==> src/rtl/safe_seq_pkg.sv <==
// Shared types for the safe FSM sequencer: controller states and the downstream
// FSM's state codes.
package safe_seq_pkg;

   typedef enum logic [2:0] {
      ST_IDLE   = 3'd0,
      ST_CLR    = 3'd1,
      ST_SHIFT  = 3'd2,
      ST_SAMPLE = 3'd3,
      ST_DONE   = 3'd4
   } ctl_state_t;

   localparam logic [1:0] S0 = 2'd0;
   localparam logic [1:0] S1 = 2'd1;
   localparam logic [1:0] S2 = 2'd2;
   localparam logic [1:0] S3 = 2'd3;

endpackage

==> src/rtl/rr_arbiter.sv <==
// Round-robin arbiter: gnt_next is the first requester at or after the pointer;
// the pointer moves just past the winner when adv is strobed.
module rr_arbiter #(
   parameter int NREQ = 2
) (
   input  logic            clk,
   input  logic            reset,
   input  logic [NREQ-1:0] req,
   input  logic            adv,
   output logic [NREQ-1:0] gnt_next
);
   localparam int PW = $clog2(NREQ);

   logic [PW-1:0] ptr_reg;
   logic [PW-1:0] ptr_next;
   logic          found;

   always_comb begin
      gnt_next = '0;
      ptr_next = ptr_reg;
      found    = 1'b0;
      for (int i = 0; i < NREQ; i++) begin
         if (!found && req[(int'(ptr_reg) + i) % NREQ]) begin
            found                                  = 1'b1;
            gnt_next[(int'(ptr_reg) + i) % NREQ]   = 1'b1;
            ptr_next = PW'((((int'(ptr_reg) + i) % NREQ) + 1) % NREQ);
         end
      end
   end

   always_ff @(posedge clk or posedge reset) begin
      if (reset) begin
         ptr_reg <= '0;
      end else if (adv && found) begin
         ptr_reg <= ptr_next;
      end
   end

endmodule

==> src/rtl/safe_fsm_sequencer.sv <==
// Shares one serial downstream FSM between NREQ requesters: grant, optional clear,
// LSB-first shift of the pattern, then sample and report the final state code.
module safe_fsm_sequencer
   import safe_seq_pkg::*;
#(
   parameter int NREQ  = 2,
   parameter int PAT_W = 8,
   parameter int LEN_W = $clog2(PAT_W + 1)
) (
   input  logic                  clk,
   input  logic                  reset,
   input  logic [NREQ-1:0]       req,
   input  logic [NREQ*PAT_W-1:0] pat_i,
   input  logic [NREQ*LEN_W-1:0] len_i,
   input  logic [NREQ-1:0]       init_i,
   input  logic [NREQ*2-1:0]     exp_i,
   output logic [NREQ-1:0]       gnt,
   output logic                  busy,
   output logic                  done,
   output logic [1:0]            result,
   output logic                  match,
   output logic                  fsm_clr,
   output logic                  fsm_din,
   input  logic [1:0]            fsm_state
);

   ctl_state_t       state_reg, state_next;
   logic [NREQ-1:0]  gnt_reg, gnt_next;
   logic [PAT_W-1:0] sh_reg, sh_next;
   logic [LEN_W-1:0] len_reg, len_next;
   logic [LEN_W-1:0] cnt_reg, cnt_next;
   logic [1:0]       exp_reg, exp_next;
   logic [1:0]       result_reg, result_next;
   logic             match_reg, match_next;
   logic             done_reg, done_next;
   logic             clr_reg, clr_next;
   logic             din_reg, din_next;

   logic [PAT_W-1:0] pat_arr [NREQ];
   logic [LEN_W-1:0] len_arr [NREQ];
   logic [1:0]       exp_arr [NREQ];

   logic [NREQ-1:0]  win_gnt;
   logic [PAT_W-1:0] win_pat;
   logic [LEN_W-1:0] win_len;
   logic [1:0]       win_exp;
   logic             win_init;
   logic             adv;

   genvar gi;
   generate
      for (gi = 0; gi < NREQ; gi++) begin : g_unpack
         assign pat_arr[gi] = pat_i[gi*PAT_W +: PAT_W];
         assign len_arr[gi] = (len_i[gi*LEN_W +: LEN_W] > LEN_W'(PAT_W)) ?
                              LEN_W'(PAT_W) : len_i[gi*LEN_W +: LEN_W];
         assign exp_arr[gi] = exp_i[gi*2 +: 2];
      end
   endgenerate

   assign adv = (state_reg == ST_IDLE) && (|req);

   rr_arbiter #(.NREQ(NREQ)) u_arb (
      .clk      (clk),
      .reset    (reset),
      .req      (req),
      .adv      (adv),
      .gnt_next (win_gnt)
   );

   always_comb begin
      win_pat  = '0;
      win_len  = '0;
      win_exp  = '0;
      win_init = 1'b0;
      for (int k = 0; k < NREQ; k++) begin
         if (win_gnt[k]) begin
            win_pat  = pat_arr[k];
            win_len  = len_arr[k];
            win_exp  = exp_arr[k];
            win_init = init_i[k];
         end
      end
   end

   always_comb begin
      state_next  = state_reg;
      gnt_next    = gnt_reg;
      sh_next     = sh_reg;
      len_next    = len_reg;
      cnt_next    = cnt_reg;
      exp_next    = exp_reg;
      result_next = result_reg;
      match_next  = match_reg;
      done_next   = 1'b0;
      clr_next    = 1'b0;
      din_next    = 1'b0;
      case (state_reg)
         ST_IDLE: begin
            if (|req) begin
               gnt_next = win_gnt;
               len_next = win_len;
               exp_next = win_exp;
               cnt_next = '0;
               // sh_reg always holds the bits not yet placed on fsm_din
               if (win_init) begin
                  sh_next    = win_pat;
                  clr_next   = 1'b1;
                  state_next = ST_CLR;
               end else if (win_len != '0) begin
                  sh_next    = win_pat >> 1;
                  din_next   = win_pat[0];
                  state_next = ST_SHIFT;
               end else begin
                  state_next = ST_SAMPLE;
               end
            end
         end
         ST_CLR: begin
            if (len_reg != '0) begin
               din_next   = sh_reg[0];
               sh_next    = sh_reg >> 1;
               state_next = ST_SHIFT;
            end else begin
               state_next = ST_SAMPLE;
            end
         end
         ST_SHIFT: begin
            if (cnt_reg == len_reg - LEN_W'(1)) begin
               state_next = ST_SAMPLE;
            end else begin
               cnt_next = cnt_reg + LEN_W'(1);
               din_next = sh_reg[0];
               sh_next  = sh_reg >> 1;
            end
         end
         ST_SAMPLE: begin
            result_next = fsm_state;
            match_next  = (fsm_state == exp_reg);
            done_next   = 1'b1;
            state_next  = ST_DONE;
         end
         ST_DONE: begin
            gnt_next   = '0;
            state_next = ST_IDLE;
         end
         default: begin
            gnt_next   = '0;
            state_next = ST_IDLE;
         end
      endcase
   end

   always_ff @(posedge clk or posedge reset) begin
      if (reset) begin
         state_reg  <= ST_IDLE;
         gnt_reg    <= '0;
         sh_reg     <= '0;
         len_reg    <= '0;
         cnt_reg    <= '0;
         exp_reg    <= '0;
         result_reg <= '0;
         match_reg  <= 1'b0;
         done_reg   <= 1'b0;
         clr_reg    <= 1'b0;
         din_reg    <= 1'b0;
      end else begin
         state_reg  <= state_next;
         gnt_reg    <= gnt_next;
         sh_reg     <= sh_next;
         len_reg    <= len_next;
         cnt_reg    <= cnt_next;
         exp_reg    <= exp_next;
         result_reg <= result_next;
         match_reg  <= match_next;
         done_reg   <= done_next;
         clr_reg    <= clr_next;
         din_reg    <= din_next;
      end
   end

   assign gnt     = gnt_reg;
   assign busy    = (state_reg != ST_IDLE);
   assign done    = done_reg;
   assign result  = result_reg;
   assign match   = match_reg;
   // Reset term keeps the downstream FSM cleared whenever this block is held in reset
   assign fsm_clr = reset | clr_reg;
   assign fsm_din = din_reg;

endmodule

==> config.mk <==
export PLATFORM = sky130hd
export DESIGN_NAME = safe_fsm_sequencer
export DESIGN_NICKNAME = d
export VERILOG_FILES = /design/src/rtl/safe_seq_pkg.sv /design/src/rtl/rr_arbiter.sv /design/src/rtl/safe_fsm_sequencer.sv
export SDC_FILE = /design/constraint.sdc
export NUM_CORES = 1
export LEC_CHECK = 0
export BUFFER_PORTS_ARGS = -buffer_cell sky130_fd_sc_hd__buf_2
export CAP_MARGIN = 15
export CELL_PAD_IN_SITES_DETAIL_PLACEMENT = 1
export CELL_PAD_IN_SITES_GLOBAL_PLACEMENT = 1
export CORE_ASPECT_RATIO = 0.6
export CORE_MARGIN = 10
export CORE_UTILIZATION = 36
export CTS_CLUSTER_SIZE = 14
export DETAILED_ROUTE_END_ITERATION = 12
export PLACE_DENSITY = 0.77
export SLEW_MARGIN = 15
export SYNTH_ARGS = -nofsm -noshare
export SYNTH_HDL_FRONTEND = slang
export SYNTH_SLANG_ARGS = --single-unit
==> constraint.sdc <==
create_clock -name clk -period 2.03 [get_ports clk]
set_input_delay 0.406 -clock clk [delete_from_list [all_inputs] [get_ports clk]]
set_output_delay 0.406 -clock clk [all_outputs]
set_load 0.005 [all_outputs]
## Yosys cells after proc, flatten, opt, wreduce, memory -nomap -nowiden

Cells that the tools add are included.

| cells by class | value |
|---|---|
| add/subtract/negate cells | 4 |
| eq/ne operators | 10 |
| muxes and demuxes | 52 |
| order comparisons | 6 |
| reductions and logical operators | 21 |
| bitwise operators | 4 |

Operators with widths:

| cell | count |
|---|---|
| $mux W8 | 7 |
| $mux W1 | 24 |
| $mux W4 | 6 |
| $pmux W8 S3 | 1 |
| $mux W2 | 6 |
| $pmux W3 S4 | 1 |
| $gt A4 B4 Y1 const B | 2 |
| $pmux W4 S2 | 1 |
| $reduce_and A2 Y1 | 4 |
| $reduce_bool A4 Y1 | 2 |
| $eq A3 B2 Y1 const B | 2 |
| $mux W3 | 2 |
| $ne A2 B2 Y1 const B | 3 |
| $reduce_bool A3 Y1 | 2 |
| $logic_and A1 B1 Y1 | 5 |
| $reduce_and A5 Y1 | 1 |
| $add A4 B1 Y4 const B | 1 |
| $eq A4 B4 Y1 | 1 |
| $pmux W2 S2 | 1 |
| $reduce_bool A2 Y1 | 2 |
| $sub A4 B1 Y4 const B | 1 |
| $eq A3 B1 Y1 const B | 1 |
| $logic_not A3 Y1 | 1 |
| $lt A2 B3 Y1 const B | 1 |
| 17 further kinds | 19 |

| word-level totals | value |
|---|---|
| register bits | 30 |
| input port bits | 36 |
| output and inout port bits | 9 |
| word-level logic and storage cells | 109 |

## Logic depth before layout (Yosys ltp)

Gate-level depths: netlist of run 1.

| logic depth | value |
|---|---|
| depth in word-level cells | 15 |
| mapped depth | 7 |

## Cells and area by module

A second synthesis of run 1 with hierarchy kept.

| unflattened totals | value |
|---|---|
| cell total of the unflattened synthesis | 197 |
| area, all modules | 1839.3 µm² |

By module, submodules not included:

| module | sequential area each (µm²) | times used | area each (µm²) | cells each |
|---|---|---|---|---|
| safe_fsm_sequencer | 725.7 | 1 | 1780.5 | 190 |
| rr_arbiter | 25.0 | 1 | 58.8 | 7 |

## Worst setup path before layout of run 1

Ideal clock, no wire load.

| timing | value |
|---|---|
| path type | register to register |
| start | register len_reg[0] |
| end | register sh_reg[0] |
| path slack | 0.057 ns |
| setup time | 0.125 ns |
| buffers on the path | 0 |
| cell stages (with the launch flop) | 8 |
| arrival time | 1.848 ns |
| cell sequence | dfrtp_1 inv_1 ha_1 xor2_1 nand3_1 nor2_1 a311oi_4 mux2_2 |

| between the ends | value |
|---|---|
| word-level cells in the longest chain between the ends | 4 |

RTL lines:

| element | RTL line | source |
|---|---|---|
| start: declaration | safe_fsm_sequencer.sv:30 | `logic [LEN_W-1:0] len_reg, len_next;` |
| start signal: assignment | safe_fsm_sequencer.sv:170 | `len_reg <= len_next;` |
| $sub A4 B1 Y4 | safe_fsm_sequencer.sv:128 | `if (cnt_reg == len_reg - LEN_W'(1)) begin` |
| $eq A4 B4 Y1 | safe_fsm_sequencer.sv:128 |  |
| $ne A2 B2 Y1 (no source line) | - |  |
| $reduce_and A5 Y1 (no source line) * | - |  |
| end signal: assignment | safe_fsm_sequencer.sv:169 | `sh_reg <= sh_next;` |
| end: declaration | safe_fsm_sequencer.sv:29 | `logic [PAT_W-1:0] sh_reg, sh_next;` |

Every way passes the cells marked *; elsewhere a longest branch is shown, timed or not.
A chain may end at the register's enable or synchronous reset.

## Worst setup path after layout of run 1

| timing | value |
|---|---|
| start | register len_reg[0] |
| end | register sh_reg[6] |

Same word-level chain as after synthesis.

==> metrics.md, run 1 <==
| Metric | Value |
|---|---|
| Status | finished, final reports clean |
| Largest net degree at the start of global routing | 31 |
| GRT Util Overall | 13.9% |
| Clock Skew | 10.2 ps |
| Pwr per Cell Area | 1560 nW/um2 |
| Synth cell types | between 40 and 50 |
| Vias in the first global route | 1840 |
| Placed standard-cell area | 2230 um2 |
| DRC | 0 |
| Max FFs per register | 8 |
| Total CTS buffers | 5 |
| Synth async-reset ratio | 100% |
| Worst slew pin tran | between 500 and 600 ps |
| Initial DRC count | 81 |
| CTS clk-pin slew, worst paths | 70 ps |
| Die ar. | 8300 um2 |
| Largest area contributor in the netlist | dfrtp_1 |
| Dpl hpwl | 4500 um |
| Final Cell Area | approximately 2400 um2 |
| Hold Slack | 200 ps |
| Clock root buffer | clkbuf_8 |
| Syn Std Cell Area | 1790 um2 |
| First-pass GRT wire length | 9380 um |
| Die Span X | 111 um |
| Top post-synthesis cells by area | dfrtp_1 (42%), mux2_2 (6.9%), a221oi_1 (4.9%) |
| Chip Height | 74.7 um |
| TritonCTS clock tree | yes |
| Syn_nets | 225 |
| Most frequent cells in the layout | buf_2 (44), dfrtp_1 (30), buf_4 (25) |
| Critical path class | flip-flop to flip-flop |
| Worst Setup Start Kind | flip-flop |
| Share of the synthesized area in the top cell type | 41.9% |
| Seq/Total Area, Yosys | a little over two fifths |
| Post-route ant nets | 0 |
| # H-tree levels | 2 |
| Final Hold Fails | 0 |
| Routability Congestion | 0.838 |
| Rel. slew slack | approximately two thirds |
| Final setup vio count | 0 |
| First-pass iteration count of the detailed router | 4 |
| Critical path data required time | 2190 ps |
| Worst hold path type | primary input to asynchronous set/reset pin |
| Syn_area_per_cell | 9.64 um2 |
| Antenna violations before repair | 0 |
| Setup WS post-layout | 69.4 ps |
| IR Drop Worst-Case VDD | 584 uV |
| Final nets | 295 |
| Via/cell ratio | 5.47 |
| Synthesized instance count | about 190 |
| Leak | 0.00115 uW |
| Ys flop type | dfrtp_1 |
| Critical Path AT | 2120 ps |
| CTS Hold Bufs | 0 |
| Power, Total | 3740 uW |
| Total grt overflow | 0 |
| Via Count | approximately 1700 |
| FMAX | about 0.51 GHz |
| Initial Util | 38.3% |
| Yosys warnings | 0 |
| Ant. Diodes | 0 |
| Fin util | between 50% and 60% |
| Worst skew pair latency | 290 ps |
| Post-synth EDFFs | 0 |
| DR WL/cell | 18.0 um |
| Commonest non-fill, non-tap cell in the layout | buf_2 |
| DRT Wirelength | 5780 um |
| Final period utilization | 96.6% |
| Yosys reg bits | 30 |
| Clk buf depth | 2 |
| Crit path capture type | flip-flop |
| # IOs | 45 |
| Clock net sink count | 30 |
| Layout cells sized above 1 | 39.3% |
| Total of max-cap violations | 0 |
| Core box area | around 4700 um2 |
| Final min period | approximately 2000 ps |
| Port bufs | 44 |
| Post-place setup slack | -171 ps |
| Rows | 19 |
| CP Max Fanout | 8 |
| Layout area overhead | 34.2% |
| Slew Limit Fails | 0 |
==> final timing paths <==
check	startpoint	to	slack [ps]	cells past startpoint
max	len_reg[0]	sh_reg[6]	70	8
min	reset	clr_reg	200	3
max reg2reg	len_reg[0]	sh_reg[6]	70	8
min reg2reg	match	match	470	2
max in group asynchronous	reset	sh_reg[1]	1540	3
min in group clk	fsm_state[0]	result[0]	350	3
==> synthesized netlist by cell type, drive strengths merged, types with 2 or more instances <==
| master | n |
|---|---|
| or4 | 2 |
| and2 | 2 |
| dfrtp | 30 |
| o31ai | 4 |
| a221oi | 10 |
| nand3 | 3 |
| nor2b | 3 |
| nand2 | 18 |
| and4 | 2 |
| a21oi | 7 |
| a21o | 3 |
| xnor2 | 2 |
| inv | 8 |
| buf | 4 |
| a32oi | 7 |
| a32o | 2 |
| nor2 | 20 |
| o21ai | 9 |
| a22oi | 3 |
| ha | 3 |
| xor2 | 4 |
| and3 | 4 |
| nor3 | 3 |
| a31oi | 2 |
| o211ai | 2 |
| clkbuf | 4 |
| mux2 | 11 |
| nand2b | 3 |
==> metal layers <==
layer	GRT usage (%)	up-vias	wire, um
met5	0	-	0
met2	20.7	49	2460
met3	5.48	9	459
li1	-	830	-
met1	18.0	861	2770
met4	5.39	0	84
==> critical path, stage by stage, from the launching register on <==
cell and delay, ps:
dfrtp_1 360, inv_2 70, ha_1 200, nor3b_2 170, o21ai_1 110, nand2_1 110
a311oi_4 290, buf_6 180, mux2_2 340
==> cells by family (layout without fill, tap and decap cells) <==
family / after synthesis / in the layout / share of synthesized area [%]
and+or+nand+nor: 65 / 65 / 17.6
AOI/OAI and AO/OA: 54 / 54 / 23.6
DFF: 30 / 30 / 41.9
buffers and inverters: 16 / 87 / 3.77
muxes: 11 / 11 / 6.91
xor gates and xnor gates: 7 / 7 / 4.19
adders and majority gates: 3 / 3 / 2.09
==> through the flow <==
step / std cells / TNS [ps]
detailed placement: 308 / -1130
global placement: 308 / -565
floorplan: 186 / 0
global route: 320 / -67.2
CTS: 317 / 0
finish: 320 / 0
==> repair_timing <==
| action | CTS | global route |
|---|---|---|
| setup endpoints to repair | 7 | 11 |
| pin swaps | 1 | 3 |
| resized for setup | 0 | 11 |
| hold endpoints to repair | 0 | 0 |
| buffers inserted | 1 | 3 |
==> power by group <==
| part | total (uW) | switching [uW] | internal [uW] |
|---|---|---|---|
| clock network | 601 | 234 | 367 |
| registers | 1070 | 201 | 868 |
| logic | 2080 | 1040 | 1030 |
| total | 3740 | 1480 | 2270 |
==> area by class of cell <==
type,count,area (um2)
repair buffers,71,430
multi-input cells,140,1010
clock inverters,1,30.0
fillers,576,2280
well taps,63,78.8
flip-flops and latches,30,751
inverters,8,30.0
clock buffers,7,76.3
Note: power is estimated with default switching activity, not from simulation.
==> run 2: changes to the inputs <==
--- a/config.mk
+++ b/config.mk
@@ -8,3 +8,3 @@
 export BUFFER_PORTS_ARGS = -buffer_cell sky130_fd_sc_hd__buf_2
-export CAP_MARGIN = 15
+export CAP_MARGIN = 40
 export CELL_PAD_IN_SITES_DETAIL_PLACEMENT = 1
@@ -17,2 +17,3 @@
 export PLACE_DENSITY = 0.77
+export RECOVER_POWER = 25
 export SLEW_MARGIN = 15
==> constraint.sdc (replaced) <==
create_clock -name clk -period 2.03 [get_ports clk]
set_input_delay 0.1015 -clock clk [delete_from_list [all_inputs] [get_ports clk]]
set_output_delay 0.1015 -clock clk [all_outputs]
set_load 0.005 [all_outputs]
==> run 2 against run 1 <==
Effect of this change: clock power about the same; setup slack better by 23 ps; final area is 4.1% lower; non-clock buffer count is 12 lower; register-to-register slack gained 20 ps; global-route usage shrank 0.58 points; via count decreased by 3.6%; critical path depth is the same; utilization down 2.1 points; largest power group unchanged.
==> metrics.md, run 2 (synthesized netlist as in run 1, its figures left out) <==
| Metric | Value |
|---|---|
| Core box area | approximately 4700 um2 |
| Power, Total | 3550 uW |
| Fin util | about half |
| Reg-to-reg startpoint | len_reg[0] |
| Final Cell Area | 2310 um2 |
| Rel. slew slack | a little under half |
| Final setup vio count | 0 |
| Critical path class | flip-flop to flip-flop |
| Clock root buffer | clkbuf_8 |
| R2R setup slack | about 92 ps |
| Clock net sink count | 30 |
| Critical Path AT | 2110 ps |
| Logic pwr share | 52.0% |
| Internal Power | 2130 uW |
| Final min period | 1940 ps |
| Worst min-delay path startpoint | fsm_state[1] |
| Total CTS buffers | 5 |
| Placed standard-cell area | 2140 um2 |
| Pwr per Cell Area | 1540 nW/um2 |
| Fillers | 562 |
| Antenna violations before repair | 0 |
| Sequential share of power | 31.1% |
| CP Max Fanout | 8 |
| Register area | 753 um2 |
| Layout area overhead | 28.8% |
| FF-to-FF End | sh_reg[5] |
| Final period utilization | 95.5% |
| CP max-delay cell | dfrtp_1 |
| Die Span X | 111 um |
| Via/cell ratio | around 5.5 |
| First-pass iteration count of the detailed router | 4 |
| Rows | 19 |
| Via Count | 1686 |
| Switching Fraction | between 40% and 50% |
| Initial Util | between 30% and 40% |
| Total grt overflow | 0 |
| Sw power | 1420 uW |
| Post-route ant nets | 0 |
| Dpl hpwl | 4330 um |
| Port bufs | 44 |
| Routability Congestion | ~0.8 |
| Cells on Worst Hold Path | 3 |
| Worst Hold Endpoint | result[1] |
| GRT Util Overall | 13.3% |
| Initial DRC count | 72 |
| Die ar. | ~8300 um2 |
| Clk buf depth | 2 |
| Worst R2R Path Depth | 8 |
| Commonest non-fill, non-tap cell in the layout | buf_2 |
| Final Hold Fails | 0 |
| Final nets | 283 |
| Layout cells sized above 1 | 36.7% |
| Leak | 0.00110 uW |
| Clock power frac | approximately 17% |
| Total of max-cap violations | 0 |
| CTS clk-pin slew, worst paths | about 70 ps |
| DRT Wirelength | between 5000 and 6000 um |
| Worst Setup Start Kind | flip-flop |
| DRC | 0 |
| DR WL/cell | 17.6 um |
| Worst hold path type | primary input to flip-flop |
| Worst slew pin tran | 818 ps |
| Largest net degree at the start of global routing | 31 |
| Multi-input gate area | 1000 um2 |
| Setup WS post-layout | 92.3 ps |
| TritonCTS clock tree | yes |
| Slew Limit Fails | 0 |
| Critical path data required time | 2200 ps |
| Worst skew pair latency | 290 ps |
| Max incr delay on CP | ~360 ps |
| Chip Height | 74.7 um |
| Status | finished, final reports clean |
| Worst path cell trace | inv_2 > ha_1 > xor2_1 > nand3_1 > nor2_1 > a311oi_4 > buf_6 > mux2_2 |
| First-pass GRT wire length | 9050 um |
| Clock Skew | 4.30 ps |
| Ant. Diodes | 0 |
| Post-place setup slack | -49.9 ps |
| IR Drop Worst-Case VDD | between 500 and 600 uV |
| # H-tree levels | 2 |
| Crit path capture type | flip-flop |
| # IOs | 45 |
| FMAX | slightly above 0.5 GHz |
| Max FFs per register | 8 |
| Vias in the first global route | around 1800 |
| Most frequent cells in the layout | buf_2 (44), dfrtp_1 (28), nor2_1 (20) |
==> run 2: cell types whose count changed in the layout (fill, tap and decap cells not counted), sizes merged <==
cell         change
clkbuf           -1
clkinv           +2
dlygate4sd3      +1
buf             -14
==> run 2: power by group through the flow <==
stage	sequential, uW	combinational, uW	clock (uW)
after global placement	1080	1720	0
after floorplan	1020	1240	0
after CTS	1080	1820	617
after global routing	1140	2080	652
final	1100	1840	601
after detailed placement	1090	1780	0
==> run 2: routing by layer <==
layer  track usage [%]  wire [um]  up-vias
met5                 0          0        -
met4              3.83         63        0
met3              4.68        295        7
met2              19.7       2300       46
met1              18.1       2780      820
li1                  -          -      813
==> run 2: critical path, delay by kind of cell (launching register included) <==
family	cells	cell delay [ps]
buffers and inverters	2	220
AND/OR/NAND/NOR	2	200
AO/OA/AOI/OAI	1	230
flip-flops	1	360
multiplexers	1	340
adder cells (fa/ha/maj)	1	310
XOR/XNOR	1	150
==> run 2: worst max-delay path by stage <==
stage,to,startpoint
global route,cnt_reg[1],len_reg[0]
finish,sh_reg[5],len_reg[0]
detailed placement,sh_reg[5],len_reg[0]
CTS,sh_reg[5],len_reg[0]
global placement,sh_reg[5],len_reg[0]
floorplan,sh_reg[0],len_reg[0]
==> run 2: repair_timing <==
item	in CTS	in global routing
hold buffers	1	0
endpoints found under the hold margin	30	0
resized for setup	2	9
endpoints found under the setup margin	7	8
setup buffers	1	1
pin swaps	0	2
==> run 2: stage by stage <==
stage	TNS [ps]	hold slack, ps	instances
final	0	40.3	308
after global routing	-28.2	37.8	308
after CTS	0	29.5	307
after detailed placement	-269	215	297
after global placement	0	207	297
after floorplan	0	192	186
==> run 2: layout make-up <==
type | instances | area share (%)
timing repair buffer | 59 | 14.6
inverter | 8 | 1.30
multi-input combinational | 140 | 43.4
tap | 63 | 3.41
clock buffer | 5 | 2.98
sequential | 30 | 32.6
clock inverter | 3 | 1.73
